<file path="src/rtl/router_reg_if.sv">
// FSM strobe, source byte and FIFO write-bus bundle for the router register stage.
// master = FSM/source side, slave = router_reg.
interface router_reg_if #(
  parameter int WIDTH = 8
);
  logic             pkt_valid;
  logic [WIDTH-1:0] data_in;
  logic             fifo_full;
  logic             detect_add;
  logic             lfd_state;
  logic             ld_state;
  logic             laf_state;
  logic             full_state;
  logic             rst_int_reg;
  logic [WIDTH-1:0] dout;
  logic             parity_done;
  logic             low_pkt_valid;
  logic             err;

  modport master (
    output pkt_valid, data_in, fifo_full,
    output detect_add, lfd_state, ld_state, laf_state, full_state, rst_int_reg,
    input  dout, parity_done, low_pkt_valid, err
  );

  modport slave (
    input  pkt_valid, data_in, fifo_full,
    input  detect_add, lfd_state, ld_state, laf_state, full_state, rst_int_reg,
    output dout, parity_done, low_pkt_valid, err
  );
endinterface

</file>
<file path="src/rtl/router_reg.sv">
// Router datapath register: header latch, FIFO write byte, parked byte, running parity check.
// Latency: one cycle from any FSM strobe to its registered effect on every output.
// Backpressure: a byte seen with fifo_full is parked in hold and replayed in LOAD_AFTER_FULL.
module router_reg #(
  parameter int WIDTH = 8
) (
  input logic         clk,
  input logic         resetn,
  router_reg_if.slave bus
);

  logic [WIDTH-1:0] hdr;
  logic [WIDTH-1:0] hold;
  logic [WIDTH-1:0] int_par;
  logic [WIDTH-1:0] pkt_par;
  logic [WIDTH-1:0] dout_q;
  logic             parity_done_q;
  logic             low_pkt_valid_q;
  logic             err_q;
  logic             any_strobe;

  assign any_strobe = bus.detect_add | bus.lfd_state | bus.ld_state |
                      bus.laf_state  | bus.full_state | bus.rst_int_reg;

  always_ff @(posedge clk) begin
    if (!resetn) begin
      hdr             <= '0;
      hold            <= '0;
      int_par         <= '0;
      pkt_par         <= '0;
      dout_q          <= '0;
      parity_done_q   <= 1'b0;
      low_pkt_valid_q <= 1'b0;
      err_q           <= 1'b0;
    end else begin
      if (bus.detect_add) begin
        if (bus.pkt_valid) hdr <= bus.data_in;
        int_par       <= '0;
        parity_done_q <= 1'b0;
        err_q         <= 1'b0;
      end else if (bus.lfd_state) begin
        dout_q  <= hdr;
        int_par <= int_par ^ hdr;
      end else if (bus.ld_state) begin
        if (bus.pkt_valid) begin
          // Payload is folded once here, even when parked, so LAF never refolds it.
          int_par <= int_par ^ bus.data_in;
          if (bus.fifo_full) hold   <= bus.data_in;
          else               dout_q <= bus.data_in;
        end else if (bus.fifo_full) begin
          hold <= bus.data_in;
        end else begin
          dout_q        <= bus.data_in;
          pkt_par       <= bus.data_in;
          parity_done_q <= 1'b1;
        end
      end else if (bus.laf_state) begin
        dout_q <= hold;
        // A parked parity byte is recognised by pkt_valid having already dropped.
        if (low_pkt_valid_q && !parity_done_q) begin
          pkt_par       <= hold;
          parity_done_q <= 1'b1;
        end
      end

      if (bus.rst_int_reg)
        low_pkt_valid_q <= 1'b0;
      else if (bus.ld_state && !bus.pkt_valid)
        low_pkt_valid_q <= 1'b1;

      if (!bus.detect_add && any_strobe && parity_done_q)
        err_q <= (int_par != pkt_par);
    end
  end

  assign bus.dout          = dout_q;
  assign bus.parity_done   = parity_done_q;
  assign bus.low_pkt_valid = low_pkt_valid_q;
  assign bus.err           = err_q;

endmodule

</file>
<file path="src/flat_wrapper.sv">
// flat-port wrapper written by rule: the top's interface ports become plain ports
module router_reg_flat 
#(
  parameter int WIDTH = 8
)
  (clk, resetn, bus_pkt_valid, bus_data_in, bus_fifo_full, bus_detect_add, bus_lfd_state, bus_ld_state, bus_laf_state, bus_full_state, bus_rst_int_reg, bus_dout, bus_parity_done, bus_low_pkt_valid, bus_err);
  router_reg_if #(.WIDTH(WIDTH)) bus_i ();
  input logic clk;
  input logic resetn;
  input wire logic [$bits(bus_i.pkt_valid)-1:0] bus_pkt_valid;
  input wire logic [$bits(bus_i.data_in)-1:0] bus_data_in;
  input wire logic [$bits(bus_i.fifo_full)-1:0] bus_fifo_full;
  input wire logic [$bits(bus_i.detect_add)-1:0] bus_detect_add;
  input wire logic [$bits(bus_i.lfd_state)-1:0] bus_lfd_state;
  input wire logic [$bits(bus_i.ld_state)-1:0] bus_ld_state;
  input wire logic [$bits(bus_i.laf_state)-1:0] bus_laf_state;
  input wire logic [$bits(bus_i.full_state)-1:0] bus_full_state;
  input wire logic [$bits(bus_i.rst_int_reg)-1:0] bus_rst_int_reg;
  output wire logic [$bits(bus_i.dout)-1:0] bus_dout;
  output wire logic [$bits(bus_i.parity_done)-1:0] bus_parity_done;
  output wire logic [$bits(bus_i.low_pkt_valid)-1:0] bus_low_pkt_valid;
  output wire logic [$bits(bus_i.err)-1:0] bus_err;
  assign bus_i.pkt_valid = bus_pkt_valid;
  assign bus_i.data_in = bus_data_in;
  assign bus_i.fifo_full = bus_fifo_full;
  assign bus_i.detect_add = bus_detect_add;
  assign bus_i.lfd_state = bus_lfd_state;
  assign bus_i.ld_state = bus_ld_state;
  assign bus_i.laf_state = bus_laf_state;
  assign bus_i.full_state = bus_full_state;
  assign bus_i.rst_int_reg = bus_rst_int_reg;
  assign bus_dout = bus_i.dout;
  assign bus_parity_done = bus_i.parity_done;
  assign bus_low_pkt_valid = bus_i.low_pkt_valid;
  assign bus_err = bus_i.err;
  router_reg #(.WIDTH(WIDTH)) u_core (.clk(clk), .resetn(resetn), .bus(bus_i));
endmodule
</file>
<file path="config.mk">
export PLATFORM = sky130hd
export DESIGN_NAME = router_reg_flat
export DESIGN_NICKNAME = d
export VERILOG_FILES = /design/src/rtl/router_reg_if.sv /design/src/rtl/router_reg.sv /design/src/flat_wrapper.sv
export SDC_FILE = /design/constraint.sdc
export NUM_CORES = 1
export LEC_CHECK = 0
export ABC_AREA = 1
export BUFFER_PORTS_ARGS = -buffer_cell sky130_fd_sc_hd__buf_4
export CAP_MARGIN = 20
export CORE_MARGIN = 2
export CORE_UTILIZATION = 55
export DETAILED_ROUTE_END_ITERATION = 10
export HOLD_SLACK_MARGIN = 0.06
export PLACE_DENSITY = 0.77
export SLEW_MARGIN = 0
export SYNTH_ARGS = -nofsm -noshare
export SYNTH_HDL_FRONTEND = slang
export SYNTH_SLANG_ARGS = --single-unit
</file>
<file path="constraint.sdc">
create_clock -name clk -period 3.1 [get_ports clk]
set_input_delay 0.155 -clock clk [delete_from_list [all_inputs] [get_ports clk]]
set_output_delay 0.155 -clock clk [all_outputs]
set_load 0.02 [all_outputs]
</file>
==> After elaboration in Yosys (flattened, before gate mapping) <==
Cells that the tools add are included.
{ "word_totals": {"ff_bits": 43, "ram_bits": 0, "inputBits": 18, "memories": 0, "out_inout_bits": 11, "latch_bits": 0, "romBits": 0} }
{ "op_classes": {"n_reduce_logical": 21, "shifts": 0, "addsub": 0, "eq_ne": 4, "bitwise": 10, "mux": 18, "div": 0, "magnitude_cmp": 0, "n_mul": 0} }
{ "ops": {"columns": ["op", "count"], "rows": [
  ["8-bit 2-to-1 mux", 11],
  ["8-bit bitwise XOR", 2],
  ["2-bit nonzero test", 5],
  ["8-bit inequality test", 1],
  ["1-bit 2-to-1 mux", 7],
  ["6-bit AND reduction", 1],
  ["1-bit bitwise OR", 5],
  ["5-bit AND reduction", 1],
  ["1-bit logical AND", 4],
  ["2-bit inequality test, second input constant", 2],
  ["2-bit AND reduction", 2],
  ["4-bit AND reduction", 1],
  ["2-bit OR reduction", 2],
  ["1-bit zero test", 3],
  ["3-bit inequality test, second input constant", 1],
  ["1-bit NOT", 3],
  ["3-bit AND reduction", 1],
  ["3-bit nonzero test", 1]
]} }

==> Logic depth before layout (Yosys ltp) <==
Gate-level depths: netlist (run 1).
{ "logic_depth": {"ltp_word": 8, "ltp_mapped": 8, "ltp_nobuf": 8} }

==> Least setup slack after synthesis (run 1) <==
OpenSTA, ideal clock, no wires.
{ "synth_timing": {"path_type": "flip-flop to flip-flop", "startpoint": "register u_core.parity_done_q, in the netlist u_core.bus.parity_done", "endpoint": "register u_core.pkt_par[0]", "synth_period_minus_slack_ns": 1.308, "arrival_time_ns": 1.197, "setup_time_ns": 0.111, "path_slack_ns": 1.792, "required_ns": 2.989, "path_stages_with_launch": 8, "path_cell_list": "dfxtp_1 > inv_1 > a21oi_1 > nor2_2 > and2_4 > buf_6 > nor2_1 > nor2_1"} }
{ "synth_via": {"elab_chain_len": 4} }
{ "synth_rtl": {"columns": ["item", "line", "text"], "rows": [
  ["from (decl)", "router_reg.sv:17", "logic parity_done_q;"],
  ["from (signal assigned)", "router_reg.sv:32", "parity_done_q <= 1'b0;"],
  ["from (signal assigned)", "router_reg.sv:39", "parity_done_q <= 1'b0;"],
  ["from (signal assigned)", "router_reg.sv:55", "parity_done_q <= 1'b1;"],
  ["1-bit zero test", "router_reg.sv:60", "if (low_pkt_valid_q && !parity_done_q) begin"],
  ["1-bit logical AND", "router_reg.sv:60", null],
  ["2-bit nonzero test (no line)", null, null],
  ["6-bit AND reduction (no line)", null, null],
  ["to (signal assigned)", "router_reg.sv:54", "pkt_par <= bus.data_in;"],
  ["to (signal assigned)", "router_reg.sv:61", "pkt_par <= hold;"],
  ["to (decl)", "router_reg.sv:15", "logic [WIDTH-1:0] pkt_par;"]
]} }
No other way between the ends.
A chain may end at the register's enable or synchronous reset.

==> Worst setup path in the final report (run 1) <==
{ "layout_timing": {"startpoint": "register u_core.parity_done_q, in the netlist u_core.bus.parity_done", "endpoint": "register u_core.pkt_par[5]"} }
Same word-level chain as after synthesis.

==> impl_results.md, run 1 <==
* Commonest non-fill, non-tap cell in the layout: nand2_1
* # diodes at 0
* TritonRoute pass-1 iters at 5
* Worst Setup SP: u_core.bus.parity_done
* GRT Util Overall at 22.29%
* Sw Ratio at 26.23%
* Clock Latency Late Sink at 290 ps
* FP Rows at 22
* Maximum vdd drop at 0.3528 mV
* Combinational power share at 15.1%
* CTS root buf: clkbuf_8
* Num Clock Sinks at 43
* Clock Skew at 2.718 ps
* Crit path max fanout at 9
* Residual DRC at 0
* Input/output buffers at 28
* Startpoint types: flop
* TritonCTS buffer count at 5
* CP endpoint: u_core.pkt_par[5]
* Fin nets at 350
* Routed WL at 4171 um
* Initial antenna violation count at 0
* Mapped Cells at 307
* Tmin final at 1216 ps
* Max Buffers Root-to-Sink at 2
* CP Class: reg -> reg
* WP data required at 3330 ps
* Cell mode on critical path: nor2_1
* Syn. warnings at 0
* Most frequent cells in the layout: 69 x nand2_1, 67 x nor2_1, 43 x dfxtp_1, 38 x o21ai_0, 33 x inv_1
* Syn_nets at 325
* Wire per inst at 10.98 um
* Die ar. at 0.004204 mm2
* Initial core utilization at 56.45%
* Synthesized area at 0.002036 mm2
* Fmax at 822.7 MHz
* Placed cell area at 0.002231 mm2
* Int Pwr at 0.8183 mW
* Post-route ant nets at 0
* LEAKAGE at 1.121 nW
* Flop pwr share at 53.5%
* P&R area growth vs syn at 14.38%
* Global-route wire length before repair at 7327 um
* Routability cong. at 0.8922
* Max-Cap Viols at 0
* Chip width at 64.84 um
* Slew margin rel. at 73.05%
* RSZ-0062 raised after global routing: no
* CTS H-tree depth at 2
* Share of cells above drive strength 1 at 12.65%
* Outcome: finished clean
* Largest net degree at the start of global routing at 35
* CP max-delay cell: dfxtp_1
* Slew Limit Fails at 0
* Total congestion overflow at 0
* Clock network power share at 31.4%
* Register area share after synthesis at 42.29%
* Initial DRC Count at 75
* Fin crit share at 39.21%
* HPWL Detailed at 3128 um
* Launching point of the worst reg2reg path: u_core.bus.parity_done
* Slew @ Worst Pin at 403.8 ps
* Power Density at 476.4 mW/mm2
* Final Cell Area at 0.002328 mm2
* Vias per cell at 4.826
* Synth Register Bits at 43
* Critical path endpoint category: flop
* Hold Crit Class: in -> reg
* Syn_area_per_cell at 6.631 um2
* TritonCTS clock tree: yes
* Via count at 1834
* Fin. Hold Viols at 0
* Number of global-route vias before repair at 1650
* CP Cell Sequence: inv_1 -> a21oi_1 -> nor2_2 -> and2_4 -> nor2_1 -> nor2_1
* Psw at 0.2909 mW
* R2r setup slk at 1880 ps
* CP max stage delay at 330 ps
* Arr. time, crit path at 1440 ps
* Die Y at 64.84 um
* FF-to-FF path depth at 6
* Core ar. at 0.003606 mm2
* Post-cts resize count at 0
* Synth unique cells at 20
* Reg clk slew, reported paths at 70 ps
* TNS Setup at 0 ps
* Final setup vio count at 0
* Worst reg2reg endpoint: u_core.pkt_par[5]
* # IOs at 29
==> Yosys cell counts <==
cell	n	area share [%]
dfxtp_1	43	42
buf_2	3	0.74
nand2_1	69	13
nor2_1	67	12
nor2_2	3	0.92
and3_1	1	0.31
clkbuf_1	4	0.74
nor2_4	1	0.55
buf_6	4	2.2
o21ai_0	38	9.3
nand3_1	11	2.7
and2_4	1	0.43
inv_2	1	0.18
o21ai_1	1	0.25
xnor2_1	2	0.86
o21a_1	3	1.1
a21oi_1	16	3.9
a21oi_2	1	0.43
a21boi_0	5	1.8
inv_1	33	6.1
==> final cells by class <==
| class | count | area (um2) |
|---|---|---|
| fillers | 353 | 1277 |
| multi-input cells | 219 | 972.2 |
| flip-flops and latches | 43 | 860.8 |
| repair buffers | 29 | 220.2 |
| inverters | 34 | 127.6 |
| clock buffers | 6 | 82.58 |
| well taps | 48 | 60.06 |
| clock inverters | 1 | 5.005 |
==> state kept, by name, summed over array words and instances (netlist names) <==
register and cells:
u_core.bus.dout 8, u_core.bus.low_pkt_valid 1, u_core.bus.parity_done 1, u_core.bus.err 1
u_core.hold 8, u_core.int_par 8, u_core.pkt_par 8, u_core.hdr 8
==> cells by family (layout without fill, tap and decap cells) <==
logic type | after synthesis | count (layout) | synth area share (%)
AOI/OAI and AO/OA | 64 | 64 | 16.90
buffers and inverters | 45 | 70 | 9.956
and+or+nand+nor | 153 | 153 | 29.99
DFF | 43 | 43 | 42.29
xor gates and xnor gates | 2 | 2 | 0.8606
==> stage by stage <==
step                      total power [mW]  std cells  hold slack, ps  util [%]  worst slack, ps
after floorplan                     0.7178        307           227.4         -             1792
after global placement              0.7701        372           324.0     61.87             1776
after detailed placement            0.7716        372           330.7     61.87             1776
after CTS                            1.118        380           136.2     64.57             1892
after global routing                 1.171        380           143.0     64.57             1753
final                                1.109        380           142.7     64.57             1884
==> power by group through the flow <==
stage	sequential, mW	combinational (mW)	clock, mW
after floorplan	0.614	0.104	0
after global placement	0.605	0.165	0
after detailed placement	0.606	0.166	0
after CTS	0.593	0.168	0.356
after global routing	0.596	0.192	0.383
final	0.593	0.168	0.348
==> critical path, delay by kind of cell (launching register included) <==
kind,cells,cell delay [ps]
and+or+nand+nor,4,670
buffers and inverters,1,70
AOI/OAI and AO/OA,1,90
DFF,1,330
==> how the worst min path moves through the flow <==
stage | startpoint | endpoint | slack (ps) | cells after the start
2_1_floorplan | bus_rst_int_reg | u_core.bus.low_pkt_valid | 230 | 1
3_3_place_gp | bus_rst_int_reg | u_core.bus.low_pkt_valid | 320 | 2
3_5_place_dp | bus_rst_int_reg | u_core.bus.low_pkt_valid | 330 | 2
4_1_cts | bus_data_in[4] | u_core.hold[4] | 140 | 3
5_1_grt | bus_data_in[4] | u_core.hold[4] | 140 | 3
6_report | bus_data_in[4] | u_core.hold[4] | 140 | 3
==> what timing repair did <==
| item | in CTS | in global routing |
|---|---|---|
| buffers inserted | 0 | 0 |
| endpoints found under the hold margin | 1 | 0 |
| hold buffers | 1 | 0 |
==> layer usage <==
layer / GRT usage, % / up-vias / part of all wire (%)
met1: 30.99 / 797 / 49
li1: - / 1005 / -
met4: 7.979 / 0 / 1.3
met2: 34.28 / 28 / 45
met3: 4.340 / 4 / 4.6
met5: 0 / - / 0
Power figures use the tool's default switching activity.
==> run 2, diff against run 1 <==
- ABC_AREA: 1 -> 0
- CORE_UTILIZATION: 55 -> 50
- PLACE_DENSITY: 0.77 -> 0.74
- clock period: 3.1 -> 1.05 ns (I/O delays scaled with it)
==> run 2 against run 1 <==
Net effect: the run now ends with negative setup slack left; area after synthesis shrank 3.0%; synthesized cell count shrank 29%; sequential cell count unchanged; cell count decreased by 14%; worst hold slack got worse by 71 ps; clock skew rose by 3.8 ps; critical path depth shrank 1; worst setup slack got worse by 2000 ps; global-route usage rose by 1.4 points; critical path type unchanged; critical endpoint is now u_core.pkt_par[0]; largest power group unchanged.
==> impl_results.md, run 2 <==
* CTS H-tree depth at 2
* Top-area cell type share of the netlist area at 43.57%
* CP max-delay cell: dfxtp_4
* Max Buffers Root-to-Sink at 2
* CP Cell Sequence: nand4bb_4 -> a21boi_4 -> buf_12 -> nand2_1 -> o211a_1
* Largest net degree at the start of global routing at 34
* CP Class: reg -> reg
* Max-Cap Viols at 0
* Register area share after synthesis at 43.57%
* CTS root buf: clkbuf_8
* Critical path endpoint category: flop
* Cell Count, Final, Fillers Out at 327
* Residual DRC at 0
* Via count at 1740
* Fmax at 866.4 MHz
* Share of cells above drive strength 1 at 30.11%
* Num Clock Sinks at 43
* Clock Skew at 6.524 ps
* Final setup vio count at 8
* Synth Register Bits at 43
* Synthesized area at 0.001976 mm2
* Commonest non-fill, non-tap cell in the layout: buf_4
* Initial core utilization at 52.77%
* Crit path max fanout at 16
* Initial DRC Count at 59
* P&R area growth vs syn at 38.38%
* TritonCTS buffer count at 5
* TritonRoute pass-1 iters at 4
* WP data required at 1240 ps
* Mapped Cells at 218
* Total congestion overflow at 0
* Worst setup margin at -104.2 ps
* HPWL Detailed at 3252 um
* Commonest cells post-synth: 43 x dfxtp_1, 42 x nand2_1, 24 x a21boi_0
* Final Cell Area at 0.002734 mm2
* Multi-input logic area at 0.001167 mm2
* TritonCTS clock tree: yes
* Tmin final at 1154 ps
* FP Rows at 22
* Die ar. at 0.004470 mm2
* Outcome: complete, but fails checks
* Post-synth top flop: dfxtp_1
* Most frequent cells in the layout: 54 x buf_4, 41 x nand2_1, 39 x dfxtp_1, 18 x a21boi_0, 11 x nor2_1
* Fin. Hold Viols at 0
* Global-route wire length before repair at 7721 um
* Number of global-route vias before repair at 1693
* Syn_nets at 236
* Wire per inst at 14.94 um
* Slew margin rel. at 77.27%
* # diodes at 0
* # IOs at 29
* Dominant cells by area after synthesis: dfxtp_1 44%, a21boi_0 9.1%, mux2i_1 8.1%
* Fin crit share at 109.9%
* Synth unique cells at 28
* Cell total after placement at 311
* Slew Limit Fails at 0
* Die Y at 66.86 um
* Reg clk slew, reported paths at 80 ps
* Syn_area_per_cell at 9.063 um2
* FILL cells at 312
* Post-synth EDFFs at 0
* Hold Crit Class: in -> reg
* Chip width at 66.86 um
* Input/output buffers at 28
* Power Density at 1206 mW/mm2
* Post-synth top area cell: dfxtp_1
* Maximum vdd drop at 0.8510 mV
* Fin nets at 296
* FF+latch area at 868.3 um2
* Asr flop ratio synth at 0%
* Failing checks: negative setup slack
* CP max stage delay at 350 ps
* Vias per cell at 5.321
* Routability cong. at 0.7947
* LEAKAGE at 1.162 nW
* RSZ-0062 raised after global routing: yes
* Slew @ Worst Pin at 341.0 ps
* Initial antenna violation count at 0
* Syn. warnings at 0
* Placed cell area at 0.002455 mm2
* Setup bufs post-CTS at 0
* Clock Latency Late Sink at 300 ps
* GRT Util Overall at 23.70%
* Count leader, synth: dfxtp_1
* Startpoint types: flop
* Arr. time, crit path at 1350 ps
* Core ar. at 0.003744 mm2
* Routed WL at 4887 um
* Post-route ant nets at 0
run 2: timing repair:
item | CTS | global route
endpoints found under the setup margin | 8 | 21
resized for setup | 0 | 35
hold buffers | 9 | 0
hold endpoints to repair | 16 | 0
pin swaps | 0 | 4
run 2: report_power, final:
part | internal, mW | total, mW | switching [mW]
registers | 1.68 | 1.71 | 0.0341
logic | 0.300 | 0.569 | 0.269
clock network | 0.467 | 1.02 | 0.549
run 2: kinds of logic after synthesis:
group | synth area share, %
and+or+nand+nor | 19.25
DFF | 43.57
buffers and inverters | 3.547
AOI/OAI and AO/OA | 18.43
xor gates and xnor gates | 7.093
muxes | 8.106
run 2: layout make-up:
cell class	instances	area share (%)
Clock inverter	1	0.1831
Tap cell	48	2.197
Timing Repair Buffer	66	20.09
Sequential cell	43	31.76
Clock buffer	7	2.792
Inverter	2	0.2746
Multi-Input combinational cell	160	42.70
run 2: path summary, 6_finish.rpt:
check / from / endpoint / slack (ps) / cells past startpoint
hold / removal: bus_full_state / u_core.bus.err / 70 / 4
setup reg to reg: u_core.bus.parity_done / u_core.pkt_par[0] / -100 / 5
setup / recovery: u_core.bus.parity_done / u_core.pkt_par[0] / -100 / 5
hold reg to reg: u_core.hdr[2] / u_core.hdr[2] / 470 / 2
run 2: worst max-delay path, delay by kind of cell, from the launching register on:
family          cells  cell delay (ps)
buf+inv             1              150
simple gates        2              260
compound gates      2              290
flops               1              350
run 2: metrics by stage:
stage / hold WS [ps] / setup TNS [ps] / power (mW) / util, % / worst slack, ps
floorplan: 121.2 / -722.8 / 1.997 / - / -144.9
detailed placement: 223.7 / -2395 / 2.231 / 65.57 / -166.1
finish: 71.67 / -719.6 / 3.297 / 73.03 / -104.2
global route: 78.11 / -1165 / 3.444 / 73.03 / -160.6
global placement: 219.2 / -1959 / 2.224 / 65.57 / -131.4
CTS: 61.63 / -761.5 / 3.257 / 70.15 / -105.8
run 2: per-layer routing:
metal,part of all wire [%],vias up,GRT usage [%]
li1,-,865,-
met1,41,825,27.36
met2,53,38,42.50
met3,3.2,12,5.236
met4,2.7,0,8.673
met5,0,-,0
==> run 3, diff against run 2 <==
- CORE_MARGIN: 2 -> default
==> run 3 against run 2 <==
Net effect: worst hold slack better by 8.7 ps; sequential share of layout area up 0.90 points; highest routed layer unchanged; largest cell class unchanged; combinational power down 6.9%; cell count down 1.2%; the flow still finishes with violations (negative setup slack); worst setup slack worse by 20 ps; register-to-register slack worse by 20 ps; critical endpoint is now u_core.pkt_par[7]; critical path depth unchanged.
==> impl_results.md, run 3 (synthesis results as in run 2) <==
* HPWL Detailed at 3215 um
* Die ar. at 0.004207 mm2
* Min-delay src: bus_full_state
* TritonCTS clock tree: yes
* Hold_ws at 80.40 ps
* Failing checks: negative setup slack
* CTS root buf: clkbuf_8
* TritonCTS buffer count at 5
* Chip width at 64.86 um
* Post-route ant nets at 0
* Commonest non-fill, non-tap cell in the layout: buf_4
* Multi-input logic area at 0.001114 mm2
* Pre-CTS setup slack at -164.9 ps
* R2r setup slk at -120 ps
* Residual DRC at 0
* Initial core utilization at 53.16%
* Wire per inst at 14.62 um
* Via count at 1692
* Fin crit share at 111.9%
* Die Y at 64.86 um
* Initial DRC Count at 51
* WP data required at 1240 ps
* Clock Skew at 6.025 ps
* Total congestion overflow at 0
* Max-Cap Viols at 0
* Launching point of the worst reg2reg path: u_core.bus.parity_done
* Vias per cell at 5.238
* # IOs at 29
* # diodes at 0
* Routability cong. at 0.8066
* FF+latch area at 867.1 um2
* Slew @ Worst Pin at 383.3 ps
* Max Buffers Root-to-Sink at 2
* LEAKAGE at 1.119 nW
* Routed WL at 4723 um
* FILL cells at 301
* Largest net degree at the start of global routing at 34
* Fmax at 851.5 MHz
* Initial antenna violation count at 0
* CP endpoint: u_core.pkt_par[7]
* Startpoint types: flop
* CP Class: reg -> reg
* GRT Util Overall at 25.23%
* Crit path max fanout at 16
* Tmin final at 1174 ps
* Slew Limit Fails at 0
* Arr. time, crit path at 1360 ps
* Worst Setup SP: u_core.bus.parity_done
* Share of cells above drive strength 1 at 28.00%
* FF-to-FF path depth at 5
* Setup bufs post-CTS at 0
* Reg clk slew, reported paths at 80 ps
* Most frequent cells in the layout: 50 x buf_4, 41 x nand2_1, 40 x dfxtp_1, 21 x a21boi_0, 12 x nor2_1
* Core ar. at 0.003716 mm2
* Num Clock Sinks at 43
* Outcome: complete, but fails checks
* Fin. Hold Viols at 0
* TritonRoute pass-1 iters at 4
* Cell Count, Final, Fillers Out at 323
* P&R area growth vs syn at 34.39%
* FP Rows at 22
* Power Density at 1222 mW/mm2
* Slew margin rel. at 74.45%
* Global-route wire length before repair at 7879 um
* Worst setup margin at -124.4 ps
* Cell total after placement at 309
* Critical path endpoint category: flop
* CTS H-tree depth at 2
* Input/output buffers at 28
* Final setup vio count at 8
* Clock Latency Late Sink at 290 ps
* RSZ-0062 raised after global routing: yes
* Hold Crit Class: in -> reg
* Maximum vdd drop at 0.9794 mV
* Fin nets at 292
* Number of global-route vias before repair at 1734
* Worst reg2reg endpoint: u_core.pkt_par[7]
-- run 3: metrics by stage --
step / total power [mW] / cell area (um2) / utilization [%] / setup TNS, ps
after floorplan: 1.997 / 2001 / - / -722.8
after global placement: 2.222 / 2452 / 65.99 / -2025
after detailed placement: 2.229 / 2452 / 65.99 / -2220
after CTS: 3.257 / 2624 / 70.61 / -766.2
after global routing: 3.407 / 2655 / 71.45 / -1183
final: 3.245 / 2655 / 71.45 / -744.5
-- run 3: metal layers --
metal | wire, um | part of all wire, % | vias to the layer above | global-route usage, %
met5 | 0 | 0 | - | 0
met4 | 93 | 2.0 | 0 | 9.722
met3 | 267 | 5.7 | 8 | 5.986
met2 | 2318 | 49 | 52 | 43.49
met1 | 2044 | 43 | 778 | 29.92
li1 | - | - | 854 | -
-- run 3: how the worst min path moves through the flow --
stage,end,cells after the start
floorplan,u_core.bus.low_pkt_valid,1
global placement,u_core.bus.low_pkt_valid,2
detailed placement,u_core.bus.low_pkt_valid,2
CTS,u_core.hdr[5],3
global route,u_core.hdr[4],3
finish,u_core.bus.err,4
-- run 3: worst max-delay path: stages, from the launching register on --
cell and delay, ps:
dfxtp_4 340, nand4bb_4 210, a21boi_4 170, buf_12 150, nand2_1 60, o211a_1 130
-- run 3: cell type report --
type,instances,share of cell area [%]
tap,48,2.262
clock inverter,1,0.1885
timing repair buffer,62,19.79
multi-input combinational,160,41.94
inverter,2,0.2828
sequential,43,32.66
clock buffer,7,2.875
-- run 3: repair_timing --
item | 4_1_cts | 5_1_grt
resized for setup | 1 | 21
hold buffers | 9 | 0
setup endpoints to repair | 9 | 19
cloned | 0 | 0
hold endpoints to repair | 15 | 0
pin swaps | 0 | 2
-- run 3: report_power, final --
group	total (mW)	switching, mW	internal (mW)
Clock	1.01	0.539	0.467
Sequential	1.71	0.0318	1.68
Combinational	0.530	0.252	0.278
